--- config.mk ---
export PLATFORM = sky130hd
export DESIGN_NAME = ecc_decode_sel
export DESIGN_NICKNAME = d
export VERILOG_FILES = /design/src/rtl/ecc_decode_sel.sv
export SDC_FILE = /design/constraint.sdc
export NUM_CORES = 1
export LEC_CHECK = 0
export CORE_MARGIN = 2
export CORE_UTILIZATION = 47
export DETAILED_ROUTE_END_ITERATION = 6
export GPL_ROUTABILITY_DRIVEN = 1
export PLACE_DENSITY = 0.88
export SYNTH_ARGS = -nofsm -noshare
export SYNTH_HDL_FRONTEND = slang
export SYNTH_SLANG_ARGS = --single-unit
--- constraint.sdc ---
create_clock -name CLK -period 5.2 [get_ports CLK]
set_clock_uncertainty 0.1 [all_clocks]
set_input_delay 1.3 -clock CLK [delete_from_list [all_inputs] [get_ports CLK]]
set_output_delay 1.3 -clock CLK [all_outputs]
set_load 0.03 [all_outputs]
--- src/rtl/ecc_decode_sel.sv ---
// ECC correction selector: applies the highest-priority usable error pattern to each raw
// PROM word, registers the result one cycle later and keeps corrected/undecodable statistics.
module ecc_decode_sel #(
  parameter int DW   = 12,
  parameter int PW   = 12,
  parameter int NSRC = 4,
  parameter int CW   = 16,
  localparam int SW  = (NSRC > 1) ? $clog2(NSRC) : 1
) (
  input  logic                     CLK,
  input  logic                     RST_N,
  input  logic                     ECC_EN,
  input  logic                     CLR_CNT,
  input  logic                     IN_VLD,
  input  logic [DW-1:0]            RD,
  input  logic [PW-1:0]            RP,
  input  logic [NSRC-1:0]          SRC_USE,
  input  logic [NSRC*(DW+PW)-1:0]  SRC_ERR,
  output logic [DW-1:0]            DOUT,
  output logic [PW-1:0]            POUT,
  output logic                     OUT_STB,
  output logic                     VALID,
  output logic                     CORUPT,
  output logic [SW-1:0]            SRC_SEL,
  output logic [CW-1:0]            WORD_CNT,
  output logic [CW-1:0]            COR_CNT,
  output logic [CW-1:0]            UNC_CNT,
  output logic                     UNC_FLAG,
  output logic [CW-1:0]            FIRST_UNC
);

  localparam int EW = DW + PW;

  logic [EW-1:0] sel_err;
  logic [SW-1:0] sel_idx;
  logic          sel_found;

  logic [DW-1:0] dec_dout;
  logic [PW-1:0] dec_pout;
  logic          dec_valid;
  logic          dec_corupt;
  logic [SW-1:0] dec_sel;

  logic [DW-1:0] dout_q, dout_d;
  logic [PW-1:0] pout_q, pout_d;
  logic          valid_q, valid_d;
  logic          corupt_q, corupt_d;
  logic [SW-1:0] sel_q, sel_d;
  logic          stb_q, stb_d;
  logic [CW-1:0] word_cnt_q, word_cnt_d;
  logic [CW-1:0] cor_cnt_q, cor_cnt_d;
  logic [CW-1:0] unc_cnt_q, unc_cnt_d;
  logic          unc_flag_q, unc_flag_d;
  logic [CW-1:0] first_unc_q, first_unc_d;

  // Scan from lowest priority upward so the last hit (lowest index) wins.
  always_comb begin
    sel_found = 1'b0;
    sel_idx   = '0;
    sel_err   = '0;
    for (int i = NSRC - 1; i >= 0; i--) begin
      if (SRC_USE[i]) begin
        sel_found = 1'b1;
        sel_idx   = SW'(i);
        sel_err   = SRC_ERR[i*EW +: EW];
      end
    end
  end

  always_comb begin
    dec_dout   = RD;
    dec_pout   = RP;
    dec_valid  = 1'b1;
    dec_corupt = 1'b0;
    dec_sel    = '0;
    if (ECC_EN) begin
      if (sel_found) begin
        dec_dout   = RD ^ sel_err[EW-1:PW];
        dec_pout   = RP ^ sel_err[PW-1:0];
        dec_corupt = |sel_err;
        dec_sel    = sel_idx;
      end else begin
        dec_valid  = 1'b0;
        dec_corupt = 1'b1;
      end
    end
  end

  always_comb begin
    dout_d      = dout_q;
    pout_d      = pout_q;
    valid_d     = valid_q;
    corupt_d    = corupt_q;
    sel_d       = sel_q;
    stb_d       = IN_VLD;
    word_cnt_d  = word_cnt_q;
    cor_cnt_d   = cor_cnt_q;
    unc_cnt_d   = unc_cnt_q;
    unc_flag_d  = unc_flag_q;
    first_unc_d = first_unc_q;

    if (IN_VLD) begin
      dout_d   = dec_dout;
      pout_d   = dec_pout;
      valid_d  = dec_valid;
      corupt_d = dec_corupt;
      sel_d    = dec_sel;
    end

    // A clear wins over the word arriving in the same cycle; that word is not counted.
    if (CLR_CNT) begin
      word_cnt_d  = '0;
      cor_cnt_d   = '0;
      unc_cnt_d   = '0;
      unc_flag_d  = 1'b0;
      first_unc_d = '0;
    end else if (IN_VLD) begin
      if (!(&word_cnt_q)) word_cnt_d = word_cnt_q + CW'(1);
      if (dec_valid && dec_corupt && !(&cor_cnt_q)) cor_cnt_d = cor_cnt_q + CW'(1);
      if (!dec_valid && !(&unc_cnt_q)) unc_cnt_d = unc_cnt_q + CW'(1);
      if (!dec_valid && !unc_flag_q) begin
        unc_flag_d  = 1'b1;
        first_unc_d = word_cnt_q;
      end
    end
  end

  always_ff @(posedge CLK or negedge RST_N) begin
    if (!RST_N) begin
      dout_q      <= '0;
      pout_q      <= '0;
      valid_q     <= 1'b0;
      corupt_q    <= 1'b0;
      sel_q       <= '0;
      stb_q       <= 1'b0;
      word_cnt_q  <= '0;
      cor_cnt_q   <= '0;
      unc_cnt_q   <= '0;
      unc_flag_q  <= 1'b0;
      first_unc_q <= '0;
    end else begin
      dout_q      <= dout_d;
      pout_q      <= pout_d;
      valid_q     <= valid_d;
      corupt_q    <= corupt_d;
      sel_q       <= sel_d;
      stb_q       <= stb_d;
      word_cnt_q  <= word_cnt_d;
      cor_cnt_q   <= cor_cnt_d;
      unc_cnt_q   <= unc_cnt_d;
      unc_flag_q  <= unc_flag_d;
      first_unc_q <= first_unc_d;
    end
  end

  assign DOUT      = dout_q;
  assign POUT      = pout_q;
  assign VALID     = valid_q;
  assign CORUPT    = corupt_q;
  assign SRC_SEL   = sel_q;
  assign OUT_STB   = stb_q;
  assign WORD_CNT  = word_cnt_q;
  assign COR_CNT   = cor_cnt_q;
  assign UNC_CNT   = unc_cnt_q;
  assign UNC_FLAG  = unc_flag_q;
  assign FIRST_UNC = first_unc_q;

endmodule

==> impl_results.md, run 1 <==
* Startpoint type of the worst setup path: input pin
* Drt wl/cell at between 15 and 20 µm
* CTS sink cnt at 94
* RSZ-0062 raised after global routing: no
* Design area at 7850 µm²
* Overflow left after global routing at 0
* Port Buffers at 222
* Max-cap violations at 0
* Cell count after synthesis at 584
* Post-DP HPWL at 12,900 µm
* Register area share after synthesis at roughly 44%
* Per-instance average area after synthesis at 9.10 µm²
* DRT Wirelength at 16,900 µm
* Placed cell areas at 7550 µm²
* Max VDD drop at 0.149 mV
* NumNets Final at 918
* Met2 usage at 48.6%
* Routing usage on met3 at approximately 7.5%
* Synth top area cells: dfrtp_1, a21oi_1, nor2_1, xnor2_1, nand2_1
* Final setup viols at 0
* Arrival time worst endpoint at roughly 4.3 ns
* Die span in x at 110 µm
* Via count at 5,287
* Worst path required time at 5.32 ns
* H-tree depth at 3
* Switching power at between 500 and 600 µW
* Core ar. at roughly 11,000 µm²
* Boundary Pins at between 200 and 250
* Warnings from Yosys at 0
* Clock transition at the registers of the reported paths at 0.07 ns
* Combinational share of power at between 20% and 30%
* Placer Congestion at between 1 and 1.5
* Vias in the first global route at roughly 5,200
* Slew Viols, Final at 0
* Max Freq at 237 MHz
* DR pass1 iterations at 5
* Post-synth top area share at 44.2%
* Mapped Nets at 716
* Actual slew at the worst max-slew pin at 0.980 ns
* Area growth, synth to finish at 47.6%
* FF+latch count, synth at 94
* Tmin final at ~4.2 ns
* Filler instances at 816
* Initial antenna violation count at 0
* Cell variety after synth at 51
* Die ar. at 12,200 µm²
* Post-route antenna net violation count at 0
* N_diodes at 0
* Ys async rst share at 100%
* Largest net degree at the start of global routing at 60
* Post-CTS Hold Buffers at 0
* Int Power at 1.29 mW
* Leak pwr at around 3 nW
* FP Rows at 38
* CTS tree: yes
* Synthesized cell area at 5320 µm²
* Most Crowded Layer GR: met2
* Leading area contributor after synthesis: dfrtp_1
* Final hold vios at 0
* Met1 GRT Util at 32.4%
* Clk_lat worst skew at 0.34 ns
* CTS Buf Count at 9
* Hold Path Class: reg2reg
* Initial Util at 48.6%
* Number of remaining DRC errors at 0
* Most frequent cells in the layout: clkdlybuf4s50_1, dfrtp_1, nor2_1
* Detailed Route Iter0 Violations at 466
* Crit Path Max Fanout at 21
* PwrDens at approximately 230 nW/µm²
* Rel. slew slack at between 30% and 40%
* Main synth FF type: dfrtp_1
* Sw Ratio at 29.2%
* CP Capture Type: flip-flop
* Crit path kind: in2reg
* Clock share of power at 35.3%
* Outcome: complete, no violations
* Final period util at 81.0%
* Setup TNS at 0 ns
* Root buffer cell: clkbuf_16
* Share of layout cells above drive strength 1 at under 10%
* Most common cell after layout, fill and taps aside: clkdlybuf4s50_1
* GRT Total Usage at 27.7%
* Sequential share of power at a little over two fifths
* # resized after CTS at 0
* Post-CTS setup buffers at 0
* Max Buffers Root-to-Sink at 2
* Post-synth EDFFs at 0
* First-pass GRT wire length at 25,800 µm
* Via/cell ratio at 5.68
* Die span in y at 110 µm
cells in the mapped netlist (all sizes together), types with 7 or more instances:
library cell	number
and4	7
nor3	25
nand3	15
xnor2	29
mux2	12
nor2	77
dfrtp	94
inv	14
o21ai	13
a221oi	20
xor2	17
nand4	11
nand2	55
clkbuf	26
o22ai	28
nor2b	15
or3	10
buf	11
a21oi	58
power by group through the flow:
stage	clock network (mW)	registers [mW]	logic, mW
2_1_floorplan	0	0.855	0.125
3_3_place_gp	0	0.795	0.389
3_5_place_dp	0	0.796	0.396
4_1_cts	0.656	0.782	0.398
5_1_grt	0.684	0.786	0.424
6_report	0.643	0.783	0.398
sequential cells by signal, summed over array words and instances, names as in the netlist, 2 cells and up:
register	count
DOUT	12
WORD_CNT	16
UNC_CNT	16
POUT	12
SRC_SEL	2
FIRST_UNC	16
COR_CNT	16
per-stage QoR:
step / power, mW / cells / worst slack, ns / hold slack (ns) / utilization, %
3_3_place_gp: 1.18 / 915 / 0.781 / 0.368 / 69.1
5_1_grt: 1.89 / 931 / 0.834 / 0.450 / 71.7
2_1_floorplan: 0.980 / 584 / 1.81 / 0.554 / -
6_report: 1.82 / 931 / 0.986 / 0.414 / 71.7
3_5_place_dp: 1.19 / 915 / 0.662 / 0.413 / 69.1
4_1_cts: 1.84 / 931 / 1.03 / 0.426 / 71.7
kinds of logic after synthesis:
kind of cell	Yosys count	synth area share (%)
flops	94	44.2
buf+inv	51	4.64
mux	14	3.77
compound gates	138	16.6
xor+xnor	46	7.58
simple gates	238	22.5
fa+ha+maj	3	0.706
metal layers:
metal | vias to the layer above | wire length, µm | part of all wire (%)
met5 | - | 0 | 0
met3 | 42 | 1390 | 8.2
li1 | 2494 | - | -
met1 | 2478 | 6280 | 37
met2 | 273 | 8610 | 51
met4 | 0 | 575 | 3.4
path summary, 6_finish.rpt:
check | startpoint | endpoint | slack (ns) | depth (start not counted)
setup / recovery | SRC_USE[1] | COR_CNT[6] | 0.99 | 8
hold / removal | VALID | VALID | 0.41 | 1
setup reg to reg | COR_CNT[3] | COR_CNT[6] | 2.77 | 7
hold reg to reg | VALID | VALID | 0.41 | 1
max in group asynchronous | RST_N | WORD_CNT[0] | 3.09 | 2
min in group asynchronous | RST_N | DOUT[7] | 0.93 | 1
critical path, stage by stage:
cell and delay, ns:
clkdlybuf4s50_1 0.64, or2_1 0.60, a221oi_1 0.43, o22ai_1 0.13, nor4_1 0.33, and4_4 0.46, nor4_2 0.11, mux2_4 0.31
area by class of cell:
| cell class | instances | area [µm²] | share of cell area (%) |
|---|---|---|---|
| repair buffers | 228 | 2250 | 28.7 |
| flip-flops and latches | 94 | 2350 | 30.0 |
| clock inverters | 7 | 65.1 | 0.829 |
| well taps | 140 | 175 | 2.23 |
| multi-input cells | 439 | 2720 | 34.7 |
| clock buffers | 9 | 225 | 2.87 |
| inverters | 14 | 52.6 | 0.670 |
(Power assumes the default switching activity.)
==> run 2, diff against run 1 <==
--- a/config.mk
+++ b/config.mk
@@ -6,10 +6,10 @@
 export NUM_CORES = 1
 export LEC_CHECK = 0
 export CORE_MARGIN = 2
-export CORE_UTILIZATION = 47
+export CORE_UTILIZATION = 43
 export DETAILED_ROUTE_END_ITERATION = 6
 export GPL_ROUTABILITY_DRIVEN = 1
-export PLACE_DENSITY = 0.88
+export PLACE_DENSITY = 0.82
 export SYNTH_ARGS = -nofsm -noshare
 export SYNTH_HDL_FRONTEND = slang
 export SYNTH_SLANG_ARGS = --single-unit
==> constraint.sdc (replaced) <==
create_clock -name CLK -period 4.25 [get_ports CLK]
set_clock_uncertainty 0.1 [all_clocks]
set_input_delay 1.0625 -clock CLK [delete_from_list [all_inputs] [get_ports CLK]]
set_output_delay 1.0625 -clock CLK [all_outputs]
set_load 0.03 [all_outputs]
==> run 2 against run 1 <==
Net effect: sequential share of layout area shrank 0.38 points; critical path depth is the same; clock power grew 32%; flip-flop and latch count is the same; non-clock buffer count grew 6; register-to-register slack lost 1.2 ns; first-iteration DRC count shrank 5.6%; critical endpoint is now COR_CNT[10]; largest cell class unchanged.
==> impl_results.md, run 2 (synthesis gave the netlist of run 1 again) <==
* DRT Wirelength at 17,500 µm
* Boundary Pins at 223
* NumNets Final at 924
* H-tree depth at 3
* Rel. slew slack at 29.6%
* DR pass1 iterations at 6
* Register-to-register setup slack at roughly 1.6 ns
* Most frequent cells in the layout: clkdlybuf4s50_1, dfrtp_1, nor2_1
* Die span in x at 115 µm
* CTS Buf Count at 9
* Post-DP HPWL at 13,400 µm
* Die span in y at 115 µm
* Detailed Route Iter0 Violations at 440
* Clk_lat worst skew at 0.35 ns
* Startpoint type of the worst setup path: input pin
* Initial Util at between 40% and 50%
* Actual slew at the worst max-slew pin at 1.05 ns
* N_diodes at 0
* Tmin final at 4.00 ns
* Max Freq at between 200 and 250 MHz
* First-pass GRT wire length at 27,000 µm
* R2R depth at 7
* Die ar. at 13,300 µm²
* Post-CTS setup buffers at 0
* Hold Path End: FIRST_UNC[8]
* Share of layout cells above drive strength 1 at 7.28%
* DP Cell Count at 949
* Area growth, synth to finish at 49.5%
* Slew Viols, Final at 0
* Max Buffers Root-to-Sink at 2
* R2R Path Start: COR_CNT[3]
* RSZ-0062 raised after global routing: no
* Int Power at 1.66 mW
* Arrival time worst endpoint at 4.17 ns
* Number of remaining DRC errors at 0
* Largest net degree at the start of global routing at 45
* Hold path start: FIRST_UNC[8]
* Max-cap violations at 0
* Max VDD drop at 0.189 mV
* PwrDens at 290 nW/µm²
* Filler instances at 970
* Switching power at between 600 and 700 µW
* Worst R2R End: COR_CNT[0]
* Hold Path Class: reg2reg
* Core ar. at 12,100 µm²
* Root buffer cell: clkbuf_16
* # resized after CTS at 0
* Leak pwr at 3.06 nW
* FP Rows at 40
* Via count at 5,415
* Placer Congestion at 0.925
* Via/cell ratio at between 5 and 6
* Post-route insts no fill at approximately 970
* Final setup viols at 0
* Final period util at 94.2%
* CTS tree: yes
* Sw Ratio at ~28%
* Worst path required time at 4.41 ns
* Clock transition at the registers of the reported paths at approximately 0.060 ns
* Outcome: complete, no violations
* Overflow left after global routing at 0
* Hold Crit Depth at 2
* Combinational share of power at 21.5%
* Port Buffers at 222
* Drt wl/cell at ~18 µm
* Initial antenna violation count at 0
* Final hold vios at 0
* Setup TNS at 0 ns
* Most common cell after layout, fill and taps aside: clkdlybuf4s50_1
* Vias in the first global route at 5,368
* Post-CTS Hold Buffers at 0
* Clock share of power at roughly 37%
* Sequential share of power at 41.7%
* CP Capture Type: flip-flop
* GRT Total Usage at 26.1%
* CTS sink cnt at 94
* Crit Path Max Fanout at 25
* Post-route antenna net violation count at 0
* Crit path kind: in2reg
## run 2: final cells by class
type / count / area (µm²) / area share (%)
Multi-Input combinational cell: 439 / 2720 / 34.2
Sequential cell: 94 / 2350 / 29.6
Timing Repair Buffer: 234 / 2300 / 28.9
Clock buffer: 12 / 256 / 3.23
Tap cell: 168 / 210 / 2.65
Clock inverter: 4 / 55.1 / 0.693
Inverter: 14 / 52.6 / 0.661
## run 2: critical path: stages
cell,delay [ns]
clkdlybuf4s50_1,0.51
nor2b_2,0.86
a221oi_1,0.18
o31ai_1,0.45
nor4_1,0.12
and4_4,0.26
or4_1,0.53
a21oi_1,0.18
## run 2: through the flow
stage / utilization, % / setup WS (ns) / hold WS, ns / power [mW] / instance area, µm²
after floorplan: - / 1.10 / 0.554 / 1.20 / 5320
after global placement: 63.3 / 0.195 / 0.406 / 1.46 / 7630
after detailed placement: 63.3 / -0.0460 / 0.412 / 1.47 / 7630
after CTS: 65.9 / 0.287 / 0.424 / 2.31 / 7950
after global routing: 65.9 / 0.0725 / 0.446 / 2.39 / 7950
final: 65.9 / 0.247 / 0.419 / 2.30 / 7950
## run 2: worst max-delay path by stage
stage	slack (ns)	to	cells past startpoint	start
after global placement	0.20	COR_CNT[4]	8	SRC_USE[3]
after CTS	0.29	COR_CNT[10]	8	SRC_USE[3]
final	0.25	COR_CNT[10]	8	SRC_USE[3]
after detailed placement	-0.05	COR_CNT[10]	8	SRC_USE[3]
after floorplan	1.10	COR_CNT[4]	11	SRC_USE[2]
after global routing	0.07	COR_CNT[10]	8	SRC_USE[3]
## run 2: power by group through the flow
stage                     clock network (mW)  logic, mW  registers, mW
after global placement                     0      0.485          0.974
final                                  0.847      0.495          0.960
after detailed placement                   0      0.493          0.974
after CTS                              0.854      0.496          0.959
after global routing                   0.897      0.526          0.963
after floorplan                            0      0.153           1.05
## run 2: layer usage
metal	global-route usage, %	up-vias	part of all wire (%)	wire length, µm
li1	-	2504	-	-
met1	30.8	2605	38	6700
met2	44.6	259	50	8820
met3	7.06	47	7.7	1340
met5	0	-	0	0
met4	11.2	0	3.6	626
==> run 3, diff against run 2 <==
--- a/config.mk
+++ b/config.mk
@@ -5,8 +5,10 @@
 export SDC_FILE = /design/constraint.sdc
 export NUM_CORES = 1
 export LEC_CHECK = 0
+export CORE_ASPECT_RATIO = 2
 export CORE_MARGIN = 2
 export CORE_UTILIZATION = 43
+export CTS_CLUSTER_DIAMETER = 40
 export DETAILED_ROUTE_END_ITERATION = 6
 export GPL_ROUTABILITY_DRIVEN = 1
 export PLACE_DENSITY = 0.82
==> run 3 against run 2 <==
Net effect: sequential share of layout area about the same; via count fell by 1.1%; hold slack better by 0.0050 ns.
==> impl_results.md, run 3 (synthesis gave the netlist of run 1 again) <==
* Final period util at approximately 94%
* Outcome: complete, no violations
* R2R depth at 7
* R2R Path Start: COR_CNT[3]
* Setup TNS at 0 ns
* Root buffer cell: clkbuf_16
* DR pass1 iterations at 5
* Worst R2R End: COR_CNT[0]
* Area growth, synth to finish at 49.4%
* Actual slew at the worst max-slew pin at 0.892 ns
* Hold path start: POUT[2]
* Die span in y at 161 µm
* RSZ-0062 raised after global routing: no
* Max-cap violations at 0
* Post-DP HPWL at 14,000 µm
* Hold Path Class: reg2reg
* Overflow left after global routing at 0
* Largest net degree at the start of global routing at 60
* Register Area at 2350 µm²
* FP Rows at 57
* Startpoint type of the worst setup path: input pin
* Most used cell, CP: nor4_2
* First-pass GRT wire length at 27,200 µm
* Detailed Route Iter0 Violations at roughly 280
* Slowest Stage Delay on Critical Path at 0.73 ns
* Port Buffers at between 200 and 250
* Most frequent cells in the layout: clkdlybuf4s50_1, dfrtp_1, nor2_1
* Vias in the first global route at 5,472
* Boundary Pins at 223
* Slew Viols, Final at 0
* Final setup viols at 0
* Placer Congestion at about 1.0
* CTS tree: yes
* Clk_lat worst skew at 0.34 ns
* Number of remaining DRC errors at 0
* Max Freq at 250 MHz
* GRT Total Usage at 26.9%
* Drt wl/cell at 18.2 µm
* Initial Util at 43.8%
* CP Capture Type: flip-flop
* Crit path kind: in2reg
* Area of the multi-input gates at 2720 µm²
* Rel. slew slack at 40.4%
* Leak pwr at 3.08 nW
* Die ar. at 13,300 µm²
* Share of layout cells above drive strength 1 at 7.51%
* Via count at about 5,400
* Crit Path Max Fanout at 21
* Initial antenna violation count at 0
* Post-route antenna net violation count at 0
* Via/cell ratio at 5.66
* Arrival time worst endpoint at 4.13 ns
* Max VDD drop at around 0.23 mV
* Core ar. at 12,100 µm²
* DP Cell Count at 930
* Most common cell after layout, fill and taps aside: clkdlybuf4s50_1
* # resized after CTS at 0
* CTS sink cnt at 94
* Buf/Inv on CP at 2
* Hold Crit Depth at 2
* Die span in x at 82.6 µm
* Post-CTS Hold Buffers at 0
* Filler instances at ~1,000
* Clock transition at the registers of the reported paths at 0.06 ns
* Worst path required time at 4.38 ns
* NumNets Final at a little over 900
* Post-route insts no fill at 946
* Max Buffers Root-to-Sink at 2
* Worst path top cell family by delay: simple AND/OR/NAND/NOR gates
* N_diodes at 0
* Hold Path End: POUT[2]
* DRT Wirelength at 17,300 µm
* Final hold vios at 0
* Critical-path top delay cell: nor2b_1
* Post-CTS setup buffers at 0
* Final worst slack at approximately 0.25 ns
* Worst-path cell chain: clkdlybuf4s50_1 -> nor2b_1 -> buf_4 -> a221oi_1 -> o22ai_1 -> nor4_2 -> and4_4 -> nor4_2 -> mux2_4
* Register-to-register setup slack at 1.70 ns
* DP Worst Slack at -0.0423 ns
* CTS Buf Count at 9
* Tmin final at 4.00 ns
* PwrDens at roughly 290 nW/µm²
* H-tree depth at 3
## run 3: tightest hold or removal path: cells and delay by family (launching register included)
family,cells,cell delay (ns)
and+or+nand+nor,1,0.04
AOI/OAI and AO/OA,1,0.10
DFF,1,0.34
## run 3: cell type report
type / instances / share of cell area (%)
Clock buffer: 9 / 2.84
Inverter: 14 / 0.662
Sequential cell: 94 / 29.6
Timing Repair Buffer: 236 / 29.1
Clock inverter: 7 / 1.20
Multi-Input combinational cell: 439 / 34.2
Tap cell: 147 / 2.32
## run 3: power breakdown
group | switching [mW] | internal (mW)
clock network | 0.345 | 0.517
registers | 0.0292 | 0.932
logic | 0.255 | 0.239
total | 0.629 | 1.69
## run 3: worst max-delay path by stage
| stage | to | depth (start not counted) | startpoint |
|---|---|---|---|
| 2_1_floorplan | COR_CNT[4] | 11 | SRC_USE[2] |
| 3_3_place_gp | COR_CNT[6] | 9 | SRC_USE[3] |
| 3_5_place_dp | COR_CNT[8] | 9 | SRC_USE[3] |
| 4_1_cts | COR_CNT[6] | 9 | SRC_USE[3] |
| 5_1_grt | COR_CNT[6] | 9 | SRC_USE[3] |
| 6_report | COR_CNT[8] | 9 | SRC_USE[3] |
## run 3: stage by stage
stage	utilization, %	power (mW)	area (µm²)	hold WS, ns
floorplan	-	1.20	5320	0.554
global placement	62.9	1.46	7620	0.403
detailed placement	62.9	1.47	7620	0.410
CTS	65.5	2.33	7940	0.428
global route	65.5	2.41	7940	0.448
finish	65.5	2.32	7940	0.424
## run 3: layer usage
layer	vias to the layer above	routed length [µm]	track usage, %
met1	2548	5610	26.0
met2	246	9870	50.9
li1	2510	-	-
met5	-	0	0
met3	49	944	4.36
met4	0	825	14.5
